===== src/rtl/insn_encoder_if.sv =====
// Request/response bundle between a producer of decoded ops and the RV32I encoder.
// The encoder uses the slave modport and the producer/consumer side uses the master modport.
interface insn_encoder_if;
  logic        in_valid;
  logic        in_ready;
  logic [2:0]  in_op;
  logic [4:0]  in_rd;
  logic [4:0]  in_rs1;
  logic [4:0]  in_rs2;
  logic [12:0] in_imm;
  logic        out_valid;
  logic        out_ready;
  logic [31:0] out_insn;
  logic        err_valid;
  logic [1:0]  err_code;
  logic [2:0]  count;

  modport slave (
    input  in_valid, in_op, in_rd, in_rs1, in_rs2, in_imm, out_ready,
    output in_ready, out_valid, out_insn, err_valid, err_code, count
  );

  modport master (
    output in_valid, in_op, in_rd, in_rs1, in_rs2, in_imm, out_ready,
    input  in_ready, out_valid, out_insn, err_valid, err_code, count
  );
endinterface


===== src/rtl/insn_encoder.sv =====
// Encodes a small RV32I subset (LW/SW/AND/OR/ADD/SUB/BEQ/BLT) into 32-bit words
// and queues them in a DEPTH-entry FIFO; illegal immediates raise a one-cycle error.
module insn_encoder #(
  parameter int unsigned DEPTH = 4
) (
  input  logic          clk,
  input  logic          rst_n,
  insn_encoder_if.slave bus
);

  localparam int unsigned PW = (DEPTH > 1) ? $clog2(DEPTH) : 1;
  localparam int unsigned CW = 3;

  typedef enum logic [2:0] {
    OP_LW  = 3'd0,
    OP_SW  = 3'd1,
    OP_AND = 3'd2,
    OP_OR  = 3'd3,
    OP_ADD = 3'd4,
    OP_SUB = 3'd5,
    OP_BEQ = 3'd6,
    OP_BLT = 3'd7
  } op_e;

  logic [31:0]   mem_q [DEPTH];
  logic [PW-1:0] wr_ptr_q, wr_ptr_d;
  logic [PW-1:0] rd_ptr_q, rd_ptr_d;
  logic [CW-1:0] count_q, count_d;
  logic [31:0]   head_q, head_d;
  logic          in_ready_q, out_valid_q;
  logic          err_valid_q, err_valid_d;
  logic [1:0]    err_code_q, err_code_d;

  logic [31:0]   word_c;
  logic [1:0]    code_c;
  logic          accept_c, push_c, pop_c;

  function automatic logic [PW-1:0] ptr_inc(input logic [PW-1:0] p);
    return (p == PW'(DEPTH - 1)) ? '0 : p + PW'(1);
  endfunction

  // Instruction word and legality of the presented request
  always_comb begin
    logic [12:0] imm;
    logic [2:0]  f3;
    logic [6:0]  f7;
    word_c = '0;
    code_c = 2'b00;
    imm    = bus.in_imm;
    f3     = 3'b000;
    f7     = 7'b0000000;
    case (op_e'(bus.in_op))
      OP_LW: begin
        word_c = {imm[11:0], bus.in_rs1, 3'b010, bus.in_rd, 7'b0000011};
        if (imm[12] != imm[11]) code_c = 2'b01;
      end
      OP_SW: begin
        word_c = {imm[11:5], bus.in_rs2, bus.in_rs1, 3'b010, imm[4:0], 7'b0100011};
        if (imm[12] != imm[11]) code_c = 2'b01;
      end
      OP_BEQ, OP_BLT: begin
        f3     = (op_e'(bus.in_op) == OP_BLT) ? 3'b100 : 3'b000;
        word_c = {imm[12], imm[10:5], bus.in_rs2, bus.in_rs1, f3,
                  imm[4:1], imm[11], 7'b1100011};
        if (imm[0]) code_c = 2'b10;
      end
      default: begin
        case (op_e'(bus.in_op))
          OP_AND:  f3 = 3'b111;
          OP_OR:   f3 = 3'b110;
          OP_SUB:  f7 = 7'b0100000;
          default: f3 = 3'b000;
        endcase
        word_c = {f7, bus.in_rs2, bus.in_rs1, f3, bus.in_rd, 7'b0110011};
      end
    endcase
  end

  // FIFO bookkeeping; the head word is registered so out_insn never glitches
  always_comb begin
    accept_c    = bus.in_valid && in_ready_q;
    push_c      = accept_c && (code_c == 2'b00);
    pop_c       = out_valid_q && bus.out_ready;
    wr_ptr_d    = push_c ? ptr_inc(wr_ptr_q) : wr_ptr_q;
    rd_ptr_d    = pop_c  ? ptr_inc(rd_ptr_q) : rd_ptr_q;
    count_d     = count_q + CW'(push_c) - CW'(pop_c);
    head_d      = (push_c && (wr_ptr_q == rd_ptr_d)) ? word_c : mem_q[rd_ptr_d];
    err_valid_d = accept_c && (code_c != 2'b00);
    err_code_d  = accept_c ? code_c : 2'b00;
  end

  always_ff @(posedge clk) begin
    if (!rst_n) begin
      for (int i = 0; i < int'(DEPTH); i++) mem_q[i] <= '0;
      wr_ptr_q    <= '0;
      rd_ptr_q    <= '0;
      count_q     <= '0;
      head_q      <= '0;
      in_ready_q  <= 1'b1;
      out_valid_q <= 1'b0;
      err_valid_q <= 1'b0;
      err_code_q  <= 2'b00;
    end else begin
      if (push_c) mem_q[wr_ptr_q] <= word_c;
      wr_ptr_q    <= wr_ptr_d;
      rd_ptr_q    <= rd_ptr_d;
      count_q     <= count_d;
      head_q      <= head_d;
      in_ready_q  <= (count_d < CW'(DEPTH));
      out_valid_q <= (count_d != '0);
      err_valid_q <= err_valid_d;
      err_code_q  <= err_code_d;
    end
  end

  assign bus.in_ready  = in_ready_q;
  assign bus.out_valid = out_valid_q;
  assign bus.out_insn  = head_q;
  assign bus.err_valid = err_valid_q;
  assign bus.err_code  = err_code_q;
  assign bus.count     = count_q;

endmodule

===== src/flat_wrapper.sv =====
// flat-port wrapper written by rule: the top's interface ports become plain ports
module insn_encoder_flat 
#(
  parameter int unsigned DEPTH = 4
)
  (clk, rst_n, bus_in_valid, bus_in_op, bus_in_rd, bus_in_rs1, bus_in_rs2, bus_in_imm, bus_out_ready, bus_in_ready, bus_out_valid, bus_out_insn, bus_err_valid, bus_err_code, bus_count);
  insn_encoder_if bus_i ();
  input  logic clk;
  input  logic rst_n;
  input wire logic [$bits(bus_i.in_valid)-1:0] bus_in_valid;
  input wire logic [$bits(bus_i.in_op)-1:0] bus_in_op;
  input wire logic [$bits(bus_i.in_rd)-1:0] bus_in_rd;
  input wire logic [$bits(bus_i.in_rs1)-1:0] bus_in_rs1;
  input wire logic [$bits(bus_i.in_rs2)-1:0] bus_in_rs2;
  input wire logic [$bits(bus_i.in_imm)-1:0] bus_in_imm;
  input wire logic [$bits(bus_i.out_ready)-1:0] bus_out_ready;
  output wire logic [$bits(bus_i.in_ready)-1:0] bus_in_ready;
  output wire logic [$bits(bus_i.out_valid)-1:0] bus_out_valid;
  output wire logic [$bits(bus_i.out_insn)-1:0] bus_out_insn;
  output wire logic [$bits(bus_i.err_valid)-1:0] bus_err_valid;
  output wire logic [$bits(bus_i.err_code)-1:0] bus_err_code;
  output wire logic [$bits(bus_i.count)-1:0] bus_count;
  assign bus_i.in_valid = bus_in_valid;
  assign bus_i.in_op = bus_in_op;
  assign bus_i.in_rd = bus_in_rd;
  assign bus_i.in_rs1 = bus_in_rs1;
  assign bus_i.in_rs2 = bus_in_rs2;
  assign bus_i.in_imm = bus_in_imm;
  assign bus_i.out_ready = bus_out_ready;
  assign bus_in_ready = bus_i.in_ready;
  assign bus_out_valid = bus_i.out_valid;
  assign bus_out_insn = bus_i.out_insn;
  assign bus_err_valid = bus_i.err_valid;
  assign bus_err_code = bus_i.err_code;
  assign bus_count = bus_i.count;
  insn_encoder #(.DEPTH(DEPTH)) u_core (.clk(clk), .rst_n(rst_n), .bus(bus_i));
endmodule

===== config.mk =====
export PLATFORM = sky130hd
export DESIGN_NAME = insn_encoder_flat
export DESIGN_NICKNAME = d
export VERILOG_FILES = /design/src/rtl/insn_encoder_if.sv /design/src/rtl/insn_encoder.sv /design/src/flat_wrapper.sv
export SDC_FILE = /design/constraint.sdc
export NUM_CORES = 1
export LEC_CHECK = 0
export CORE_ASPECT_RATIO = 1.4
export CORE_MARGIN = 5
export CORE_UTILIZATION = 45
export DETAILED_ROUTE_END_ITERATION = 8
export GPL_ROUTABILITY_DRIVEN = 0
export MAX_ROUTING_LAYER = met4
export PLACE_DENSITY = 0.75
export SLEW_MARGIN = 40
export SYNTH_ARGS = -nofsm -noshare
export SYNTH_HDL_FRONTEND = slang
export SYNTH_SLANG_ARGS = --single-unit

===== constraint.sdc =====
create_clock -name clk -period 5.5 [get_ports clk]
set_clock_uncertainty 0.05 [all_clocks]
set_input_delay 1.1 -clock clk [delete_from_list [all_inputs] [get_ports clk]]
set_output_delay 1.1 -clock clk [all_outputs]
set_load 0.01 [all_outputs]

# Word level (Yosys, flattened, before mapping)
# Memories as Yosys holds them, arrays and structs flattened. A register that Yosys moved wholly into a read port is not among the register bits.
# Cells that the tools add are included.
[op_classes]
add_sub_neg = 4
order_cmp = 1
n_eq_ne = 9
muxes = 17
n_reduce_logical = 13
[op_table]
columns = ["operator", "n"]
rows = [
  ["32-bit one-hot mux with 3 select lines", 1],
  ["32-bit 2-to-1 mux", 1],
  ["32-bit OR reduction", 1],
  ["2-bit 2-to-1 mux", 5],
  ["3-bit equality test, second input constant", 3],
  ["3-bit by 2-bit equality test with 1-bit output, second input constant", 2],
  ["1-bit 2-to-1 mux", 6],
  ["6-bit 2-to-1 mux", 1],
  ["3-bit one-hot mux with 2 select lines", 1],
  ["2-bit by 1-bit adder with 2-bit output, second input constant", 2],
  ["2-bit equality test, second input constant", 2],
  ["1-bit logical AND", 4],
  ["2-bit one-hot mux with 2 select lines", 1],
  ["2-bit OR reduction", 2],
  ["3-bit by 1-bit adder with 3-bit output", 1],
  ["3-bit by 1-bit equality test with 1-bit output, second input constant", 1],
  ["3-bit logical NOT", 1],
  ["3-bit < comparator, second input constant", 1],
  ["3-bit 2-to-1 mux", 1],
  ["3-bit nonzero test", 1],
  ["3-bit by 1-bit subtractor with 3-bit output", 1],
  ["2-bit logical NOT", 1],
  ["2-bit AND reduction", 1],
  ["2-bit nonzero test", 1],
  ["other kinds (2)", 2],
]
[totals]
regBits = 12
ramBits = 128
input_bits = 35
out_inout_bits = 40
word_cells = 52
n_memories = 1
[memory_table]
columns = ["memory", "words", "word_bits", "rd", "rd_clocked_by_memory_dff", "write_ports", "line", "source"]
rows = [
  ["u_core.mem_q", 4, 32, 1, 1, 4, "insn_encoder.sv:25", "logic [31:0] mem_q [DEPTH];"],
]

# Depth between registers and ports, before layout
[logic_depth]
word_depth = 10
depth_mapped = 10
ltp_nobuf = 9

# Least setup slack after synthesis
# OpenSTA, ideal clock, no wires.
[synth_path]
kind = "input-to-reg"
from = "input port bus_in_op[2]"
to = "memory u_core.mem_q[3][10] (enable)"
setup_ps = 425
t_arrival_ps = 3651
required_time_ps = 5025
setup_slack_ps = 1374
cell_stages = 8
n_path_buf = 1
path_cell_list = "clkbuf_2 inv_1 ha_1 nor2b_1 a21oi_1 nand2_1 clkinv_1 a21oi_1"
[synth_lines]
columns = ["element", "line", "source"]
rows = [
  ["start: declaration", "flat_wrapper.sv:11", "input wire logic [$bits(bus_i.in_op)-1:0] bus_in_op;"],
  ["end: declaration", "insn_encoder.sv:25", ""],
]

==> flow_summary_export.csv <==
group,metric,value,unit
grt,antenna_found_initial,0,
layout,fin_util,55.6,%
run,drv_cap,0,
synth,synth_seq_area_share,59.6,%
layout,drive_gt1_share,12.9,%
floorplanning,die_x,117,um
clock_network,post_cts.repair.setup_buffers,0,
clock_network,cts.clk_slew.worst_paths,0.06,ns
synth,async_flop_share,0,%
route,routed_wl,19300,um
clock_network,clockRootBuffer,"clkbuf_16",
synth,avgSynthCellArea,11.2,um^2
floorplanning,die_h,160,um
route,routed_via_density,6.14,
floorplanning,rows,54,
layout,diodes,0,
setup_path,timing.rr.end,"u_core.bus.out_insn[10]",
sta,fmax,243,MHz
clock_network,tritoncts,"yes",
setup_path,worstSetupPathType,"primary input to flop",
pwr,power.leakage,0.00325,uW
sta,worst_pin_slew,0.735,ns
synth,synth-simple-area-share,17.0,%
pwr,p_per_area,424,nW/um^2
pwr,combPwrFrac,25.3,%
setup_path,reg2regPathDepth,8,
setup_path,cp_slowest_stage_delay,0.71,ns
sta,drv_slew,0,
synth,syn_area,7220,um^2
setup_path,slowest_stage,"clkdlybuf4s50_1",
setup_path,path_buf_inv,5,
setup_path,endpoint_kind,"flop",
pwr,seqPwrFrac,41.3,%
clock_network,clk_path_buf_depth,2,
synth,synth_xor_area_share,0.988,%
grt,grt_pass1_wl,30200,um
hold_path,hold_depth,2,
sta,finalSetupTns,0,ns
grt,grt_pass1_vias,5779,
synth,synth_area_leader_cell,"edfxtp_1",
floorplanning,core-area,15700,um^2
layout,nNetsFinal,743,
floorplanning,start_util,46.1,%
route,drc,0,
synth,netlist_instances,646,
setup_path,r2r_start,"u_core.rd_ptr_q[0]",
setup_path,reg2reg_slack,2.69,ns
route,first_pass_iters,5,
hold_path,hp-start,"u_core.wr_ptr_q[0]",
synth,yosysUniqueCellTypes,57,
synth,synthMuxAreaShare,2.13,%
pwr,p_sw,1090,uW
route,wire_per_inst,21.2,um
clock_network,clock_latency,0.42,ns
synth,synth_edf_count,116,
synth,synth_compound_area_share,14.6,%
floorplanning,io-pin-count,75,
placement,numPortBuffers,72,
layout,syn_to_final_growth,20.8,%
clock_network,tritoncts.num_buffers,17,
setup_path,path_max_fanout,24,
pwr,ir_drop,253,uV
clock_network,post_cts_resized,0,
pwr,switching_share,29.6,%
floorplanning,dieArea,18700,um^2
setup_path,startpoint_type,"primary input",
clock_network,cts_num_sinks,157,
synth,synth_top_area_share,48.2,%
synth,yosys_warnings,0,
setup_path,crit_path_cell_trace,"clkdlybuf4s50_1 -> inv_1 -> ha_1 -> nor2b_1 -> a21oi_1 -> nand2_1 -> clkinv_1 -> nand3b_1 -> buf_4 -> nand2_1 -> buf_4",
route,drt-initial-drc-count,710,
setup_path,crit_family,"buffers and inverters",
layout,multi_input_area,2650,um^2
placement,dp_hpwl,12000,um
setup_path,arrival,4.22,ns
pwr,internal-power,2600,uW
pwr,pwr-share-clk,33.4,%
grt,gr-usage-all-layers,21.5,%
sta,min_period,4.11,ns
sta,slew_headroom,51.0,%
layout,fill_cells,1293,
pwr,power,3690,uW
synth,synth_top_family_by_area,"simple AND/OR/NAND/NOR gates",
route,via_count,5585,
grt,overflow,0,
setup_path,critPathRequiredTime,5.60,ns
synth,synthTopCellsByArea,"edfxtp_1 48%, dfxtp_1 11%, nand3_1 6.5%, nor2_1 4.5%, o21ai_0 3.5%",
layout,seqCellArea,4300,um^2
sta,setup_viol_count_final,0,
synth,ys.flop_type,"edfxtp_1",
route,postRouteAntennaNets,0,
status,status,"completed",
grt,grt_max_degree,47,
synth,synthAdderAreaFrac,1.49,%
hold_path,hold_path_class,"flop to flop",
sta,rsz0062_at_grt,"false",
clock_network,htreeDepth,4,
sta,min_period_over_period,74.8,%
synth,ys_ff_latch,157,
hold_path,hold_path_end,"u_core.wr_ptr_q[0]",
sta,hold_viol,0,
clock_network,ctsHoldBuffers,0,
## power by group through the flow
stage	logic [uW]	clock network, uW	registers, uW
after floorplan	519	0	1570
after global placement	899	0	1540
after detailed placement	922	0	1550
after CTS	931	1240	1530
after global routing	1010	1290	1540
final	934	1240	1520
## through the flow
stage | setup WS (ns) | std cells | area, um^2 | hold slack (ns)
4_1_cts | 1.45 | 909 | 8720 | 0.537
2_1_floorplan | 1.37 | 647 | 7230 | 0.478
3_3_place_gp | 1.32 | 877 | 8070 | 0.513
3_5_place_dp | 1.03 | 877 | 8100 | 0.521
5_1_grt | 1.14 | 909 | 8720 | 0.582
6_report | 1.39 | 909 | 8720 | 0.543
## cell usage after synthesis, drive strengths merged, types with 4 or more instances
cell type,count
and3,4
dfxtp,41
o2111ai,19
a22oi,9
mux2,5
nor2b,4
buf,20
nand2,20
nand3,94
o21ai,56
and2,27
o31ai,20
or2,4
nor2,90
edfxtp,116
a21oi,7
o211ai,14
ha,7
o21a,4
clkbuf,34
inv,14
## layout by cell type (no fill, tap or decap), types with 7 or more instances in the layout
| master | instances |
|---|---|
| inv_1 | 14 |
| nand3_1 | 94 |
| o211ai_1 | 13 |
| o21ai_0 | 51 |
| buf_4 | 16 |
| dfxtp_1 | 41 |
| and2_1 | 27 |
| o31ai_2 | 17 |
| edfxtp_1 | 116 |
| nor2_1 | 87 |
| clkdlybuf4s50_1 | 72 |
| ha_1 | 7 |
| nand2_1 | 20 |
| clkbuf_16 | 17 |
| o2111ai_1 | 19 |
| a22oi_1 | 9 |
## flip-flops by register name (all words and copies together), names as in the netlist
| register | flops |
|---|---|
| u_core.bus.out_valid | 1 |
| u_core.bus.err_code | 2 |
| u_core.mem_q | 116 |
| u_core.bus.out_insn | 29 |
| u_core.wr_ptr_q | 2 |
| u_core.bus.in_ready | 1 |
| u_core.rd_ptr_q | 2 |
| u_core.bus.count | 3 |
| u_core.bus.err_valid | 1 |
## cells by family after synthesis
| kind of cell | after synthesis |
|---|---|
| DFF | 157 |
| other | 1 |
| and+or+nand+nor | 253 |
| muxes | 11 |
| AOI/OAI and AO/OA | 141 |
| adders and majority gates | 8 |
| xor gates and xnor gates | 6 |
| buffers and inverters | 69 |
## worst max-delay path by stage
stage | startpoint | to | slack [ns] | depth (start not counted)
CTS | bus_in_op[1] | u_core.mem_q[2][23] | 1.45 | 11
detailed placement | bus_in_op[1] | u_core.mem_q[2][27] | 1.03 | 11
floorplan | bus_in_op[2] | u_core.mem_q[3][10] | 1.37 | 8
finish | bus_in_op[1] | u_core.mem_q[2][29] | 1.39 | 11
global placement | bus_in_op[1] | u_core.mem_q[0][26] | 1.32 | 8
global route | bus_in_op[1] | u_core.mem_q[2][29] | 1.14 | 11
## worst reg2reg max path, stage by stage, from the launching register on
cell       delay (ns)
dfxtp_1          0.32
ha_1             0.30
and3_1           0.18
buf_4            0.26
nor2_4           0.52
xnor2_2          0.32
buf_4            0.30
o2111ai_1        0.31
o31ai_2          0.11
## cell type report
type / instances / area share, %
clock buffer: 17 / 4.88
clock inverter: 15 / 2.24
inverter: 15 / 0.646
multi-input combinational: 421 / 30.4
sequential: 157 / 49.4
tap: 196 / 2.81
timing repair buffer: 88 / 9.64
## layer usage
layer,share of wire (%),track usage [%],up-vias
met5,0,-,-
met4,4.0,10.5,0
met3,9.3,4.47,66
met2,51,35.1,334
met1,36,24.9,2697
li1,-,-,2488
No activity file was read; power rests on OpenSTA's default activity.
